===== src/rtl/pipe_ctrl_unit.sv =====
// ID-stage control unit for a 5-stage MIPS pipeline: decode into a registered
// ID/EX bundle, beq/j resolution, load-use stall and multi-cycle multiply sequencing.
module pipe_ctrl_unit #(
  parameter int ALUOP_W    = 2,
  parameter int MUL_CYCLES = 4,
  parameter int LU_DETECT  = 1,
  localparam int CTRL_W    = 7 + ALUOP_W
) (
  input  logic              clk_i,
  input  logic              rst_i,
  input  logic              valid_i,
  input  logic [5:0]        Op_i,
  input  logic [5:0]        Funct_i,
  input  logic [4:0]        Rs_i,
  input  logic [4:0]        Rt_i,
  input  logic              Equal_i,
  input  logic              IDEX_MemRead_i,
  input  logic [4:0]        IDEX_Rt_i,
  output logic [CTRL_W-1:0] ctrl_o,
  output logic              stall_o,
  output logic              flush_o,
  output logic              Branch_o,
  output logic              Jump_o,
  output logic              mul_busy_o,
  output logic              illegal_o
);

  localparam logic [0:0] ST_RUN = 1'b0;
  localparam logic [0:0] ST_MUL = 1'b1;

  localparam logic [5:0] OP_RTYPE = 6'b000000;
  localparam logic [5:0] OP_ADDI  = 6'b001000;
  localparam logic [5:0] OP_LW    = 6'b100011;
  localparam logic [5:0] OP_SW    = 6'b101011;
  localparam logic [5:0] OP_BEQ   = 6'b000100;
  localparam logic [5:0] OP_J     = 6'b000010;
  localparam logic [5:0] FN_MULT  = 6'b011000;

  localparam logic [1:0] ALU_ADD   = 2'd0;
  localparam logic [1:0] ALU_SUB   = 2'd1;
  localparam logic [1:0] ALU_FUNCT = 2'd2;

  localparam logic       MUL_STALLS = (MUL_CYCLES > 1);
  localparam logic [7:0] CNT_INIT   = (MUL_CYCLES > 1) ? 8'(MUL_CYCLES - 2) : 8'd0;

  function automatic logic [CTRL_W-1:0] pack_ctrl(
    input logic       reg_write,
    input logic       mem_to_reg,
    input logic       mem_read,
    input logic       mem_write,
    input logic       alu_src,
    input logic [1:0] alu_op,
    input logic       reg_dst,
    input logic       mul_start
  );
    logic [CTRL_W-1:0] c;
    c               = '0;
    c[0]            = reg_write;
    c[1]            = mem_to_reg;
    c[2]            = mem_read;
    c[3]            = mem_write;
    c[4]            = alu_src;
    c[5 +: 2]       = alu_op;
    c[5 + ALUOP_W]  = reg_dst;
    c[6 + ALUOP_W]  = mul_start;
    return c;
  endfunction

  logic [0:0]        state_q, state_d;
  logic [7:0]        cnt_q, cnt_d;
  logic [CTRL_W-1:0] ctrl_q, ctrl_d;
  logic              illegal_q, illegal_d;

  logic [CTRL_W-1:0] dec_ctrl;
  logic              dec_illegal, is_beq, is_j, is_mult;
  logic              lu, in_mul, issue;

  always_comb begin
    dec_ctrl    = '0;
    dec_illegal = 1'b0;
    is_beq      = 1'b0;
    is_j        = 1'b0;
    is_mult     = 1'b0;
    case (Op_i)
      OP_RTYPE: begin
        if (Funct_i == FN_MULT) begin
          is_mult  = 1'b1;
          dec_ctrl = pack_ctrl(1'b0, 1'b0, 1'b0, 1'b0, 1'b0, ALU_FUNCT, 1'b1, 1'b1);
        end else begin
          dec_ctrl = pack_ctrl(1'b1, 1'b0, 1'b0, 1'b0, 1'b0, ALU_FUNCT, 1'b1, 1'b0);
        end
      end
      OP_ADDI: dec_ctrl = pack_ctrl(1'b1, 1'b0, 1'b0, 1'b0, 1'b1, ALU_ADD, 1'b0, 1'b0);
      OP_LW:   dec_ctrl = pack_ctrl(1'b1, 1'b1, 1'b1, 1'b0, 1'b1, ALU_ADD, 1'b0, 1'b0);
      OP_SW:   dec_ctrl = pack_ctrl(1'b0, 1'b0, 1'b0, 1'b1, 1'b1, ALU_ADD, 1'b0, 1'b0);
      OP_BEQ: begin
        is_beq   = 1'b1;
        dec_ctrl = pack_ctrl(1'b0, 1'b0, 1'b0, 1'b0, 1'b0, ALU_SUB, 1'b0, 1'b0);
      end
      OP_J:    is_j = 1'b1;
      default: dec_illegal = 1'b1;
    endcase
  end

  // Hazard priority: reset, then an in-flight multiply, then load-use, then decode.
  assign lu = (LU_DETECT != 0) && valid_i && IDEX_MemRead_i && (IDEX_Rt_i != 5'd0) &&
              ((IDEX_Rt_i == Rs_i) || (IDEX_Rt_i == Rt_i));
  assign in_mul = (state_q == ST_MUL);
  assign issue  = !rst_i && valid_i && !in_mul && !lu;

  assign stall_o    = !rst_i && (in_mul || lu);
  assign mul_busy_o = !rst_i && in_mul;
  assign Branch_o   = issue && is_beq && Equal_i;
  assign Jump_o     = issue && is_j;
  assign flush_o    = Branch_o || Jump_o;

  assign ctrl_d    = issue ? dec_ctrl : '0;
  assign illegal_d = issue && dec_illegal;

  always_comb begin
    state_d = state_q;
    cnt_d   = cnt_q;
    if (in_mul) begin
      if (cnt_q == 8'd0) state_d = ST_RUN;
      else               cnt_d   = cnt_q - 8'd1;
    end else if (issue && is_mult && MUL_STALLS) begin
      state_d = ST_MUL;
      cnt_d   = CNT_INIT;
    end
  end

  always_ff @(posedge clk_i) begin
    if (rst_i) begin
      state_q   <= ST_RUN;
      cnt_q     <= 8'd0;
      illegal_q <= 1'b0;
    end else begin
      state_q   <= state_d;
      cnt_q     <= cnt_d;
      illegal_q <= illegal_d;
    end
    ctrl_q <= ctrl_d;
  end

  assign ctrl_o    = ctrl_q;
  assign illegal_o = illegal_q;

endmodule

===== config.mk =====
export PLATFORM = sky130hd
export DESIGN_NAME = pipe_ctrl_unit
export DESIGN_NICKNAME = d
export VERILOG_FILES = /design/src/rtl/pipe_ctrl_unit.sv
export SDC_FILE = /design/constraint.sdc
export NUM_CORES = 1
export LEC_CHECK = 0
export CAP_MARGIN = 20
export CORE_ASPECT_RATIO = 0.8
export CORE_MARGIN = 10
export CORE_UTILIZATION = 41
export DETAILED_ROUTE_END_ITERATION = 10
export GPL_TIMING_DRIVEN = 0
export HOLD_SLACK_MARGIN = 0.12
export PLACE_DENSITY = 0.78
export SLEW_MARGIN = 20
export SYNTH_ARGS = -nofsm -noshare
export SYNTH_HDL_FRONTEND = slang
export SYNTH_SLANG_ARGS = --single-unit

===== constraint.sdc =====
create_clock -name clk_i -period 2.3 [get_ports clk_i]
set_input_delay 0.46 -clock clk_i [delete_from_list [all_inputs] [get_ports clk_i]]
set_output_delay 0.46 -clock clk_i [all_outputs]
set_load 0.02 [all_outputs]

; ---- After elaboration in Yosys (flattened, before gate mapping)
; Index checks and enable logic that the tools add are counted.
[word_totals]
regBits = 19
latchBits = 0
mem_bits_rw = 0
romBits = 0
input_bits = 32
output_inout_bits = 15
word_cells = 52
n_memories = 0
[op_classes]
add_sub_neg = 1
multipliers = 0
div = 0
order_cmp = 0
eq_ne = 9
shifts = 0
muxes = 13
bitwise_logic = 0
n_reduce_logical = 25
[ops]
columns = cell, n
row1 = case mux 9 bit (5 select lines), 1
row2 = 2-to-1 mux 8 bit, 3
row3 = logical AND 1 bit, 13
row4 = "equality test 6 bit, second input constant", 2
row5 = equality test 5 bit, 2
row6 = 2-to-1 mux 9 bit, 1
row7 = zero test 8 bit, 1
row8 = 2-to-1 mux 1 bit, 8
row9 = "subtractor 8 x 1 -> 8 bit, second input constant", 1
row10 = "equality test 6 x 2 -> 1 bit, second input constant", 1
row11 = "equality test 6 x 3 -> 1 bit, second input constant", 1
row12 = "equality test 6 x 4 -> 1 bit, second input constant", 1
row13 = "equality test 6 x 5 -> 1 bit, second input constant", 1
row14 = zero test 6 bit, 1
row15 = OR reduction 6 bit, 1
row16 = nonzero test 5 bit, 1
row17 = zero test 1 bit, 3
row18 = logical OR 1 bit, 3
row19 = "inequality test 2 bit, second input constant", 1
row20 = AND reduction 2 bit, 1
row21 = nonzero test 2 bit, 1

; ---- Longest topological paths before layout
[depth]
ltp_word = 8
ltp_mapped = 7
ltp_nobuf = 7

; ---- Worst setup path after synthesis
; Ideal clock, no wire load.
[synth_path]
kind = input-to-output
startpoint = input port IDEX_Rt_i[1]
endpoint = output port flush_o
arrival_ns = 1.738
required_time_ns = 1.840
path_slack_ns = 0.102
path_stages = 5
n_path_buf = 1
path_cell_list = or4_4 > o211ai_2 > o211ai_2 > buf_6 > a21oi_1
[synth_via]
elab_chain_cells = 8
word_cells_on_any_way = 12
cone_classes = 2 x eq/ne / 10 x reduce/logical
[synth_rtl]
columns = element, line
row1 = from (decl), 18  ; input logic [4:0] IDEX_Rt_i,
row2 = equality test 5 bit / nonzero test 5 bit (equally long branches), "107, 106"
row3 = logical OR 1 bit / logical AND 1 bit (equally long branches), "107, 106"
row4 = logical AND 1 bit (*), 106  ; assign lu = (LU_DETECT != 0) && valid_i && IDEX_MemRead_i && (IDEX_Rt_i != 5'd0) &&
row5 = zero test 1 bit (*), 109  ; assign issue = !rst_i && valid_i && !in_mul && !lu;
row6 = logical AND 1 bit (*), 109
row7 = logical AND 1 bit (2 in series), 113  ; assign Branch_o = issue && is_beq && Equal_i;
row8 = logical OR 1 bit (*), 115  ; assign flush_o = Branch_o || Jump_o;
row9 = to (decl), 21  ; output logic flush_o,
; Every way passes the cells marked *; elsewhere a longest branch is shown, timed or not.

; ---- Final worst setup path
[layout_path]
startpoint = input port IDEX_Rt_i[4]
endpoint = output port flush_o
; Same word-level chain as after synthesis.

==> metrics.txt <==
Reg clk slew, reported paths=0.11 ns; Die X-Extent=75.8 um; maxcap violations=0; core area=0.00242 mm2; Port Buffer Count=46; Die H=64.6 um; placed instance area=0.00153 mm2; DRC Markers=0; mux cell area share after synthesis=0; met1 Track Usage GR=0.136; # rows=16; fin area=0.00168 mm2; largest family of logic cells by synthesized area=simple AND/OR/NAND/NOR gates; met3 Resource Use GR=0.0594; number of synthesized register bits=17; Max Fclk=444 MHz; grt met2 use=0.204; routed wire length=3090 um; Final Hold Vio Count=0; CTS Hold Bufs=0; GRT busiest layer=met2; area grow syn2layout=64.8%; worst slew pin tran=0.512 ns; Mapped Nets=154; CTS Sinks=17; Main synth FF type=dfxtp_1; Mapped Cells=120; CP endpoint=flush_o; clk buf depth=2; max-slew violations=0; Max-slew headroom=0.656; gr ovfl total=0; die area=0.00490 mm2; synthesis warning total=0; Peak VDD IR=0.252 mV; vias=1,062; HPWL after DPL=2350 um; worst r2r src=cnt_q[1]$_SDFFE_PP0P_; Vias/cell=5.01; first-pass GRT wire length=4810 um; Critical Path RT=1.84 ns; Crit Path Category=input pin to primary output; DRT iter0 DRCs=36; number of top-level pins=47; ys async rst share=0; ratio of cells with drive above 1 in the final layout=0.261; crit end category=primary output; CTS root buffer=clkbuf_4; htree depth=1; CP Data Arrival Time=1.79 ns; Total Nets Final=211; clk_skew=0.00373 ns; Final Wtd Congestion=0.854; Post-Synth Adder-Cell Area=0.0343; power per cell area=358 mW/mm2; Starting Density=0.421; Avg WL per Cell=14.6 um; total CTS buffers=3; Post-Synth XOR/XNOR Area=0.0858; Final setup viols=0; RR Endpoint=cnt_q[4]$_SDFFE_PP0P_; EDFF count, synth=0; initial antenna violation count=0; CP Max Fanout=5; Finished Core Util=0.695; filler cell count=213; Simple-Gate Fraction of Synth Area=0.267; Synth Area in Compound Gates=0.217; Total GRT Usage=0.122; Synth cell types=40; launch point of the worst path=IDEX_Rt_i[4]; static leakage=0.723 nW; DP Worst Slack=-0.846 ns; most frequent cells in the layout=clkdlybuf4s50_1 (19), dfxtp_1 (17), xor2_1 (10), dlymetal6s2s_1 (10); vias in the first global route=1,044; period utilisation layout=0.979; crit path setup slack, layout=0.0478 ns; RSZ-0062 raised after global routing=true; post-route ant nets=0; ANT cells=0; Clk Latency, worst-skew pair=0.31 ns; Pwr Total=0.602 mW; minimum clock period=2.25 ns; Reg2Reg Depth=6; critical path launch point type=input pin; Seq/Total Area, Yosys=0.333; DRT Pass-1 Iters=4; worst reg-to-reg setup slack=0.56 ns; post-synthesis instance area=0.00102 mm2; largest net degree at the start of global routing=12; syn_area_per_cell=8.51 um2; type of the most critical hold path=input pin to flip-flop; status=complete, no violations; TritonCTS clock tree=built; most common cell after layout, fill and taps aside=clkdlybuf4s50_1
-- cell usage after synthesis, types with 2 or more instances --
| library cell | n | area share |
|---|---|---|
| a211oi_1 | 2 | 0.015 |
| a21oi_1 | 10 | 0.049 |
| a31oi_2 | 2 | 0.025 |
| buf_4 | 2 | 0.015 |
| dfxtp_1 | 17 | 0.33 |
| ha_1 | 2 | 0.025 |
| inv_1 | 9 | 0.033 |
| nand2_1 | 8 | 0.029 |
| nand3_1 | 5 | 0.025 |
| nor2_1 | 10 | 0.037 |
| nor3_1 | 7 | 0.034 |
| nor3_2 | 2 | 0.020 |
| nor4_1 | 2 | 0.012 |
| o211ai_2 | 2 | 0.025 |
| o21a_1 | 2 | 0.015 |
| o21ai_0 | 2 | 0.0098 |
| o22ai_1 | 3 | 0.018 |
| or2_1 | 2 | 0.012 |
| xor2_1 | 10 | 0.086 |
-- kinds of logic after synthesis --
group                      after synthesis
and+or+nand+nor                         48
buffers and inverters                   13
adders and majority gates                3
xor gates and xnor gates                10
DFF                                     17
AOI/OAI and AO/OA                       29
-- layer usage --
layer  vias up  routed length, um
met3         7                228
met4         0                 32
met2        28               1580
met5         -                  0
met1       483               1250
li1        544                  -
-- worst min path at each step --
stage,startpoint,end,depth (start not counted)
4_1_cts,cnt_q[5]$_SDFFE_PP0P_,cnt_q[5]$_SDFFE_PP0P_,1
2_1_floorplan,cnt_q[5]$_SDFFE_PP0P_,cnt_q[5]$_SDFFE_PP0P_,1
3_3_place_gp,cnt_q[5]$_SDFFE_PP0P_,cnt_q[5]$_SDFFE_PP0P_,1
5_1_grt,Op_i[4],ctrl_o[5]$_SDFF_PN0_,2
6_report,Op_i[4],ctrl_o[5]$_SDFF_PN0_,2
3_5_place_dp,cnt_q[5]$_SDFFE_PP0P_,cnt_q[5]$_SDFFE_PP0P_,1
-- metrics by stage --
stage               hold slack [ns]   TNS, ns  instances
floorplan                     0.456         0        120
global placement              0.478     -3.44        202
detailed placement            0.482     -3.86        202
CTS                           0.508   -0.0246        210
global route                  0.468  -0.00452        212
finish                        0.467         0        212
-- state kept, by name (all words and copies together), names as in the netlist --
name,cells
in_mul,1
ctrl_o,7
illegal_o,1
cnt_q,8
-- power breakdown --
group          switching [mW]  total, mW  internal [mW]
registers            0.000365      0.296          0.296
logic                  0.0572      0.130         0.0724
clock network           0.110      0.176         0.0664
-- cell type report --
cell class                 instances  area (um2)  area share
tap                               36        45.0      0.0268
clock buffer                       3        22.5      0.0134
clock inverter                     1        7.51     0.00446
inverter                           9        33.8      0.0201
sequential                        17         340       0.202
timing repair buffer              52         513       0.305
buffer                             4        31.3      0.0186
multi-input combinational         90         689       0.410
-- worst max-delay path, stage by stage --
cell      delay (ns)
buf_8           0.10
or4_4           0.53
o211ai_4        0.18
o211ai_2        0.11
buf_6           0.16
a21oi_4         0.11
buf_6           0.13
-- what timing repair did --
| item | 4_1_cts | 5_1_grt |
|---|---|---|
| gates resized for setup | 53 | 29 |
| setup endpoints to repair | 5 | 5 |
| pin swaps | 10 | 17 |
| setup buffers | 4 | 2 |
Note: power is estimated with default switching activity, not from simulation.
